<file path="src/rtl/insn_encoder.sv">
// RV32I field-bundle encoder: packs format/opcode/regs/funct/imm into 32-bit words, tags each with an imem address.
// Latency: an accepted legal bundle reaches the head with out_valid one cycle later (no empty-FIFO bypass).
// Backpressure: in_ready = FIFO not full (registered count only); the head word and address hold while out_ready is low.
module insn_encoder #(
  parameter int                DEPTH     = 2,
  parameter int                AWIDTH    = 32,
  parameter logic [AWIDTH-1:0] BASE_ADDR = AWIDTH'(32'h0100_0000)
) (
  input  logic              clk,
  input  logic              rst_n,
  input  logic              in_valid,
  output logic              in_ready,
  input  logic [2:0]        fmt_i,
  input  logic [6:0]        opcode_i,
  input  logic [4:0]        rd_i,
  input  logic [4:0]        rs1_i,
  input  logic [4:0]        rs2_i,
  input  logic [2:0]        funct3_i,
  input  logic [6:0]        funct7_i,
  input  logic [31:0]       imm_i,
  output logic              out_valid,
  input  logic              out_ready,
  output logic [31:0]       insn_o,
  output logic [AWIDTH-1:0] addr_o,
  output logic              err_o,
  output logic [7:0]        err_cnt_o
);

  localparam int             PW      = (DEPTH > 1) ? $clog2(DEPTH) : 1;
  localparam int             CW      = PW + 1;
  localparam logic [CW-1:0]  DEPTH_C = CW'(DEPTH);

  localparam logic [2:0] FMT_R = 3'd0;
  localparam logic [2:0] FMT_I = 3'd1;
  localparam logic [2:0] FMT_S = 3'd2;
  localparam logic [2:0] FMT_B = 3'd3;
  localparam logic [2:0] FMT_U = 3'd4;
  localparam logic [2:0] FMT_J = 3'd5;

  logic [31:0]       mem_q [DEPTH];
  logic [PW-1:0]     wr_ptr_q, wr_ptr_d;
  logic [PW-1:0]     rd_ptr_q, rd_ptr_d;
  logic [CW-1:0]     count_q, count_d;
  logic [AWIDTH-1:0] addr_q, addr_d;
  logic [31:0]       last_q, last_d;
  logic              err_q, err_d;
  logic [7:0]        err_cnt_q, err_cnt_d;

  logic [31:0] enc_insn;
  logic        enc_legal;
  logic        accept, push, pop;

  // A field is in range when every bit above its top bit equals the sign bit.
  logic imm_fits_12, imm_fits_13, imm_fits_21;
  assign imm_fits_12 = (&imm_i[31:11]) | ~(|imm_i[31:11]);
  assign imm_fits_13 = (&imm_i[31:12]) | ~(|imm_i[31:12]);
  assign imm_fits_21 = (&imm_i[31:20]) | ~(|imm_i[31:20]);

  // Scatter fields into the format's bit layout and judge the immediate range.
  always_comb begin
    enc_insn  = 32'h0;
    enc_legal = 1'b0;
    case (fmt_i)
      FMT_R: begin
        enc_insn  = {funct7_i, rs2_i, rs1_i, funct3_i, rd_i, opcode_i};
        enc_legal = 1'b1;
      end
      FMT_I: begin
        enc_insn  = {imm_i[11:0], rs1_i, funct3_i, rd_i, opcode_i};
        enc_legal = imm_fits_12;
      end
      FMT_S: begin
        enc_insn  = {imm_i[11:5], rs2_i, rs1_i, funct3_i, imm_i[4:0], opcode_i};
        enc_legal = imm_fits_12;
      end
      FMT_B: begin
        enc_insn  = {imm_i[12], imm_i[10:5], rs2_i, rs1_i, funct3_i, imm_i[4:1], imm_i[11], opcode_i};
        enc_legal = imm_fits_13 & ~imm_i[0];
      end
      FMT_U: begin
        enc_insn  = {imm_i[31:12], rd_i, opcode_i};
        enc_legal = (imm_i[11:0] == 12'h000);
      end
      FMT_J: begin
        enc_insn  = {imm_i[20], imm_i[10:1], imm_i[11], imm_i[19:12], rd_i, opcode_i};
        enc_legal = imm_fits_21 & ~imm_i[0];
      end
      default: begin
        enc_insn  = 32'h0;
        enc_legal = 1'b0;
      end
    endcase
  end

  assign in_ready  = (count_q < DEPTH_C);
  assign out_valid = (count_q != '0);
  assign accept    = in_valid & in_ready;
  assign push      = accept & enc_legal;
  assign pop       = out_valid & out_ready;

  // Next-state for pointers, occupancy, head address, last-popped word and error reporting.
  always_comb begin
    wr_ptr_d  = wr_ptr_q;
    rd_ptr_d  = rd_ptr_q;
    count_d   = count_q;
    addr_d    = addr_q;
    last_d    = last_q;
    err_d     = accept & ~enc_legal;
    err_cnt_d = err_cnt_q;
    if (push) wr_ptr_d = wr_ptr_q + PW'(1);
    if (pop) begin
      rd_ptr_d = rd_ptr_q + PW'(1);
      addr_d   = addr_q + AWIDTH'(4);
      last_d   = mem_q[rd_ptr_q];
    end
    case ({push, pop})
      2'b10:   count_d = count_q + CW'(1);
      2'b01:   count_d = count_q - CW'(1);
      default: count_d = count_q;
    endcase
    if (err_d && (err_cnt_q != 8'hFF)) err_cnt_d = err_cnt_q + 8'd1;
  end

  // Control state; reset discards any buffered words.
  always_ff @(posedge clk or negedge rst_n) begin
    if (!rst_n) begin
      wr_ptr_q  <= '0;
      rd_ptr_q  <= '0;
      count_q   <= '0;
      addr_q    <= BASE_ADDR;
      last_q    <= 32'h0;
      err_q     <= 1'b0;
      err_cnt_q <= 8'h00;
    end else begin
      wr_ptr_q  <= wr_ptr_d;
      rd_ptr_q  <= rd_ptr_d;
      count_q   <= count_d;
      addr_q    <= addr_d;
      last_q    <= last_d;
      err_q     <= err_d;
      err_cnt_q <= err_cnt_d;
    end
  end

  // Word storage; contents are only meaningful under count_q, so no reset needed.
  always_ff @(posedge clk) begin
    if (push) mem_q[wr_ptr_q] <= enc_insn;
  end

  // When empty the output keeps showing the most recently popped word.
  assign insn_o    = out_valid ? mem_q[rd_ptr_q] : last_q;
  assign addr_o    = addr_q;
  assign err_o     = err_q;
  assign err_cnt_o = err_cnt_q;

endmodule

</file>
<file path="config.mk">
export PLATFORM = sky130hd
export DESIGN_NAME = insn_encoder
export DESIGN_NICKNAME = d
export VERILOG_FILES = /design/src/rtl/insn_encoder.sv
export SDC_FILE = /design/constraint.sdc
export NUM_CORES = 1
export LEC_CHECK = 0
export BUFFER_PORTS_ARGS = -buffer_cell sky130_fd_sc_hd__buf_2
export CAP_MARGIN = 40
export CELL_PAD_IN_SITES_DETAIL_PLACEMENT = 0
export CELL_PAD_IN_SITES_GLOBAL_PLACEMENT = 1
export CORE_MARGIN = 2
export CORE_UTILIZATION = 38
export CTS_CLUSTER_SIZE = 14
export DETAILED_ROUTE_END_ITERATION = 8
export HOLD_SLACK_MARGIN = 0.1
export PLACE_DENSITY_LB_ADDON = 0.1
export SYNTH_ARGS = -nofsm -noshare
export SYNTH_HDL_FRONTEND = slang
export SYNTH_SLANG_ARGS = --single-unit
export TNS_END_PERCENT = 50
</file>
<file path="constraint.sdc">
create_clock -name clk -period 2.4 [get_ports clk]
set_input_delay 0.48 -clock clk [delete_from_list [all_inputs] [get_ports clk]]
set_output_delay 0.48 -clock clk [all_outputs]
set_load 0.005 [all_outputs]
</file>
==> flow_summary_export.csv, run 1 <==
group,metric,value,unit
global_routing,grt_max_degree,70,
synthesis,yosysSeqAreaShare,59.90,%
final_layout,multi_input_comb_area,0.002412,mm²
clocking,clock_sink_count,139,
detailed_routing,drc,0,
final_layout,fillerInstances,1575,
sta,rsz0062_at_grt,"false",
critical_path,crit_chain,"or2_2, buf_12, a21oi_1, buf_2",
sta,clock_skew,0.01248,ns
global_routing,grt_pass1_vias,4563,
critical_path,cp_slowest_cell,"dfrtp_1",
clocking,clockRootBuffer,"clkbuf_16",
final_layout,area_growth,28.52,%
flow_run,drv_cap,0,
synthesis,syn_inst,562,
sta,fin_crit,2.276,ns
critical_path,crit_buf_inv,2,
synthesis,synth.distinct_cells,45,
global_routing,track_usage,17.10,%
global_routing,grt_pass1_wl,23540,µm
detailed_routing,wl,14740,µm
placement,hpwl,10540,µm
detailed_routing,routedWlPerCell,15.41,µm
die,dieWidth,133.2,µm
detailed_routing,drt_iter0_drc,237,
clocking,post_cts.repair.setup_buffers,0,
sta,fin_crit_sh,94.85,%
power,p_leak,3.558,nW
placement,globalplace.congestion,0.8751,
clocking,cts_max_level,4,
synthesis,ys_ff_latch,139,
detailed_routing,dr_total_vias,4706,
clocking,numCtsBuffers,17,
global_routing,grt_overflow,0,
critical_path,arrival,1.80,ns
clocking,clk-insertion-delay-late,0.42,ns
final_layout,diodes,0,
synthesis,syn_area,0.006344,mm²
global_routing,grt_antenna_before_repair,0,
final_layout,regArea,0.003801,mm²
die,die_h,133.2,µm
synthesis,synth_top_area_cell,"edfxtp_1",
power,power.switching,0.002494,W
critical_path,cpPeakStageDelay,0.43,ns
power,p_seq_share,39.4,%
run_status,status,"complete, no violations",
critical_path,endpoint_kind,"primary output",
power,intPower,0.005715,W
synthesis,synthTopCellsByArea,"edfxtp_1 30%, dfrtp_1 29%, mux2i_1 5.4%",
die,boundaryPins,146,
sta,setup_viol_count_final,0,
sta,worst_pin_slew,0.6801,ns
power,combinationalPowerShare,28.5,%
clocking,path_clk_slew,0.06,ns
final_layout,final_util,49.51,%
placement,port_buffers,143,
critical_path,cp_data_required_time,1.92,ns
sta,holdWs,0.3499,ns
detailed_routing,ant_nets,0,
synthesis,syn_avg_cell_area,11.29,µm²
clocking,cts.path.max_buffers,2,
power,peakVddDrop,0.5243,mV
die,core,0.01647,mm²
sta,slew_violations,0,
die,fp.dieArea,0.01774,mm²
sta,finalHoldViolCount,0,
final_layout,nets,797,
synthesis,ys.flop_type,"dfrtp_1",
power,swShare,30.38,%
clocking,cts_tree,"yes",
sta,max_freq,0.4393,GHz
die,start_util,38.53,%
detailed_routing,first_pass_iters,5,
synthesis,async_flop_share,53.96,%
critical_path,worst-setup-path-type,"reg2out",
power,pwr-share-clk,32.1,%
critical_path,crit_path_start_kind,"flop",
final_layout,drive_gt1_share,29.48,%
critical_path,path_max_fanout,65,
synthesis,synth_edf_count,64,
power,p_per_area,1007,mW/mm²
detailed_routing,routed_via_density,4.923,
sta,max-slew-margin-rel,54.66,%
synthesis,synth-warning-count,0,
synthesis,netlist.area_leader.share,30.30,%
min_path,hold_class,"in2reg",
sta,setup_tns,0,ns
die,core.rowCount,47,
critical_path,crit_family,"flip-flops",
flip-flops by register name, indices dropped and copies added (netlist names):
signal / count
addr_o: 30
count_q: 2
err_cnt_o: 8
err_o: 1
last_q: 32
mem_q: 64
rd_ptr_q: 1
wr_ptr_q: 1
cells in the final DEF (no fill, tap or decap), types with 2 or more instances in the layout:
cell type,instances
a21oi_1,65
a22o_1,5
a22oi_1,18
and2_1,9
and3_1,9
and4_1,6
buf_12,5
buf_2,142
buf_4,24
clkbuf_1,5
clkbuf_16,20
clkbuf_8,4
conb_1,2
dfrtp_1,73
edfxtp_1,64
ha_1,3
inv_1,11
mux2_2,5
mux2i_1,34
nand2_1,29
nand3_1,13
nand4_1,10
nor2_1,72
nor2_4,2
nor2b_1,5
nor3_1,2
nor4_1,11
o21ai_0,17
o22ai_1,6
or2_2,2
xnor2_1,26
xor2_1,15
cells by family (layout without fill, tap and decap cells):
family          after synthesis  in the layout  synth area share [%]
buf+inv                      43            216                 2.682
fa+ha+maj                     3              3                0.5918
flops                       139            139                 59.90
simple gates                178            178                 13.77
other cells                   1              2               0.05911
compound gates              117            117                 10.91
mux                          40             40                 6.430
xor+xnor                     41             41                 5.661
worst min-delay path: cells and delay by family:
kind | cells | cell delay [ns]
and+or+nand+nor | 2 | 0.13
buffers and inverters | 1 | 0.11
cell usage after synthesis, drive strengths merged, types with 10 or more instances:
cell type,instances
xor2,15
nand3,13
xnor2,26
nor4,11
nor2,74
inv,11
nand2,29
nand4,10
clkbuf,25
mux2i,34
a21oi,65
o21ai,19
a22oi,18
edfxtp,64
dfrtp,74
repair_timing:
item / 4_1_cts / 5_1_grt
pin swaps: 0 / 0
hold buffers: 1 / 0
endpoints found under the setup margin: 5 / 3
resized for setup: 1 / 3
cloned: 0 / 0
hold endpoints to repair: 42 / 0
layout make-up:
type	instances	area share [%]
sequential	139	46.62
multi-input combinational	381	29.59
timing repair buffer	172	12.28
clock buffer	29	7.044
tap	220	3.376
inverter	12	0.5525
clock inverter	3	0.5371
worst paths after layout:
check                           startpoint          to  slack [ns]  cells after the start
max in group asynchronous            rst_n    rd_ptr_q        1.15                      3
worst max register to register  count_q[0]  addr_o[17]        0.48                      6
min in group asynchronous            rst_n   addr_o[8]        0.61                      2
worst min register to register  addr_o[31]  addr_o[31]        0.46                      1
worst min-delay path              in_valid       err_o        0.35                      3
worst max-delay path            count_q[0]  insn_o[21]        0.12                      4
metal layers:
metal	vias to the layer above	part of all wire [%]	wire, µm	global-route usage [%]
met4	0	1.6	235	5.674
met3	15	5.2	762	4.300
met1	2207	47	6905	23.08
met5	-	0	0	0
met2	143	46	6831	27.17
li1	2341	-	-	-
power groups by stage:
stage	Combinational, W	Clock [W]	Sequential [W]
detailed placement	0.00234	0	0.00328
floorplan	0.00144	0	0.00322
finish	0.00234	0.00263	0.00324
global placement	0.00231	0	0.00326
CTS	0.00237	0.00269	0.00324
global route	0.00263	0.00280	0.00330
through the flow:
stage,total power [W],setup WS (ns),cell area (µm²),instances
final,0.008208,0.1235,8153,956
after global routing,0.008733,0.03265,8153,956
after CTS,0.008296,0.02219,8144,956
after detailed placement,0.005621,-0.2078,7512,923
after global placement,0.005571,-0.1805,7512,923
after floorplan,0.004654,-0.3106,6381,563
Power figures use the tool's default switching activity.
==> run 2, diff against run 1 <==
--- a/config.mk
+++ b/config.mk
@@ -7,14 +7,12 @@
 export LEC_CHECK = 0
 export BUFFER_PORTS_ARGS = -buffer_cell sky130_fd_sc_hd__buf_2
 export CAP_MARGIN = 40
-export CELL_PAD_IN_SITES_DETAIL_PLACEMENT = 0
-export CELL_PAD_IN_SITES_GLOBAL_PLACEMENT = 1
 export CORE_MARGIN = 2
-export CORE_UTILIZATION = 38
+export CORE_UTILIZATION = 45
 export CTS_CLUSTER_SIZE = 14
 export DETAILED_ROUTE_END_ITERATION = 8
 export HOLD_SLACK_MARGIN = 0.1
-export PLACE_DENSITY_LB_ADDON = 0.1
+export PLACE_DENSITY = 0.71
 export SYNTH_ARGS = -nofsm -noshare
 export SYNTH_HDL_FRONTEND = slang
 export SYNTH_SLANG_ARGS = --single-unit
==> flow_summary_export.csv, run 2 (synthesis gave the netlist of run 1 again) <==
group,metric,value,unit
clocking,cts_tree,"yes",
die,dieWidth,122.7,µm
placement,hpwl,10820,µm
sta,rsz0062_at_grt,"false",
sta,clock_skew,0.009026,ns
final_layout,diodes,0,
sta,finalHoldViolCount,0,
power,combinationalPowerShare,28.4,%
detailed_routing,first_pass_iters,5,
detailed_routing,wl,14640,µm
power,peakVddDrop,0.6157,mV
clocking,clock_sink_count,139,
clocking,numCtsBuffers,17,
final_layout,area_growth,27.44,%
detailed_routing,routed_via_density,5.351,
final_layout,largest_reg_flops,64,
critical_path,cp_data_required_time,1.92,ns
flow_run,drv_cap,0,
critical_path,arrival,1.77,ns
critical_path,path_max_fanout,15,
critical_path,crit_path_start_kind,"flop",
sta,max-slew-margin-rel,65.70,%
power,swShare,31.17,%
power,p_seq_share,40.2,%
power,pwr-share-clk,31.3,%
min_path,hold_class,"in2reg",
final_layout,drive_gt1_share,29.93,%
detailed_routing,drc,0,
final_layout,final_util,58.47,%
detailed_routing,routedWlPerCell,16.00,µm
critical_path,worst-setup-path-type,"reg2out",
clocking,cts.path.max_buffers,2,
final_layout,nets,796,
global_routing,grt_overflow,0,
final_layout,regArea,0.003804,mm²
die,core.rowCount,43,
sta,slew_violations,0,
global_routing,grt_pass1_wl,23210,µm
sta,max_freq,0.4450,GHz
die,core,0.01383,mm²
sta,worst_pin_slew,0.5145,ns
global_routing,grt_pass1_vias,4765,
global_routing,grt_max_degree,54,
die,die_h,122.7,µm
final_layout,regMostFlops,"mem_q",
power,p_per_area,1018,mW/mm²
final_layout,final_common_cell,"buf_2",
sta,fin_crit_sh,93.63,%
die,start_util,45.88,%
final_layout,multi_input_comb_area,0.002415,mm²
global_routing,track_usage,20.24,%
run_status,status,"complete, no violations",
power,p_leak,3.543,nW
final_layout,final_cell_mix,"142 x buf_2, 73 x dfrtp_1, 72 x nor2_1",
die,fp.dieArea,0.01506,mm²
detailed_routing,dr_total_vias,4896,
clocking,clk-insertion-delay-late,0.41,ns
global_routing,grt_antenna_before_repair,0,
clocking,cts_max_level,4,
critical_path,endpoint_kind,"primary output",
final_layout,fillerInstances,1148,
sta,fin_crit,2.247,ns
detailed_routing,drt_iter0_drc,380,
power,power.switching,0.002565,W
clocking,path_clk_slew,0.06,ns
placement,port_buffers,143,
sta,setup_tns,0,ns
placement,globalplace.congestion,0.8599,
die,boundaryPins,146,
clocking,clockRootBuffer,"clkbuf_16",
sta,setup_viol_count_final,0,
power,intPower,0.005664,W
detailed_routing,ant_nets,0,
-- run 2: cell count changes in the layout (fill, tap and decap cells not counted), sizes merged --
cell      change
clkinvlp      +3
clkbuf       -10
clkinv        +5
bufinv        +2
buf           -1
-- run 2: cell type report --
class	count	area share (%)
Clock inverter	13	1.873
Inverter	12	0.5572
Tap cell	180	2.786
Clock buffer	19	5.479
Timing Repair Buffer	171	12.38
Multi-Input combinational cell	381	29.87
Sequential cell	139	47.05
-- run 2: final timing paths --
path                                 start  cells after the start  slack, ns         end
worst max-delay path              rd_ptr_q                      4       0.15   insn_o[9]
worst min-delay path              in_valid                      3       0.37       err_o
worst max register to register  count_q[0]                      6       0.47  addr_o[17]
worst min register to register  addr_o[31]                      1       0.48  addr_o[31]
max in group asynchronous            rst_n                      3       1.24  addr_o[24]
min in group asynchronous            rst_n                      2       0.54   addr_o[9]
-- run 2: power by group through the flow --
stage	Sequential, W	Combinational, W	Clock, W
final	0.00331	0.00234	0.00258
after global routing	0.00337	0.00262	0.00274
after CTS	0.00331	0.00237	0.00264
after detailed placement	0.00334	0.00235	0
after global placement	0.00330	0.00228	0
after floorplan	0.00322	0.00144	0
-- run 2: per-layer routing --
metal | up-vias | wire length, µm | share of wire [%] | global-route usage (%)
met4 | 0 | 389 | 2.7 | 9.267
met5 | - | 0 | 0 | 0
met2 | 188 | 7131 | 49 | 32.70
li1 | 2344 | - | - | -
met1 | 2328 | 6282 | 43 | 26.31
met3 | 36 | 837 | 5.7 | 4.089
-- run 2: what timing repair did --
action,4_1_cts,5_1_grt
gates resized for setup,0,2
endpoints found under the hold margin,28,0
setup buffers,0,0
setup endpoints to repair,0,12
hold buffers,1,0
-- run 2: worst max-delay path: stages, from the launching register on --
cell     delay [ns]
dfrtp_4        0.58
buf_12         0.21
mux2i_1        0.29
a21oi_1        0.14
buf_2          0.14
-- run 2: per-stage QoR --
step	setup slack, ns	area (µm²)	hold slack, ns	instances	power [W]
6_report	0.1529	8084	0.3722	915	0.008229
5_1_grt	0.01303	8084	0.3688	915	0.008731
4_1_cts	0.01992	8079	0.3515	915	0.008307
3_5_place_dp	-0.2205	7475	0.4366	882	0.005688
3_3_place_gp	-0.1848	7447	0.4536	881	0.005581
2_1_floorplan	-0.3106	6381	0.1844	563	0.004654
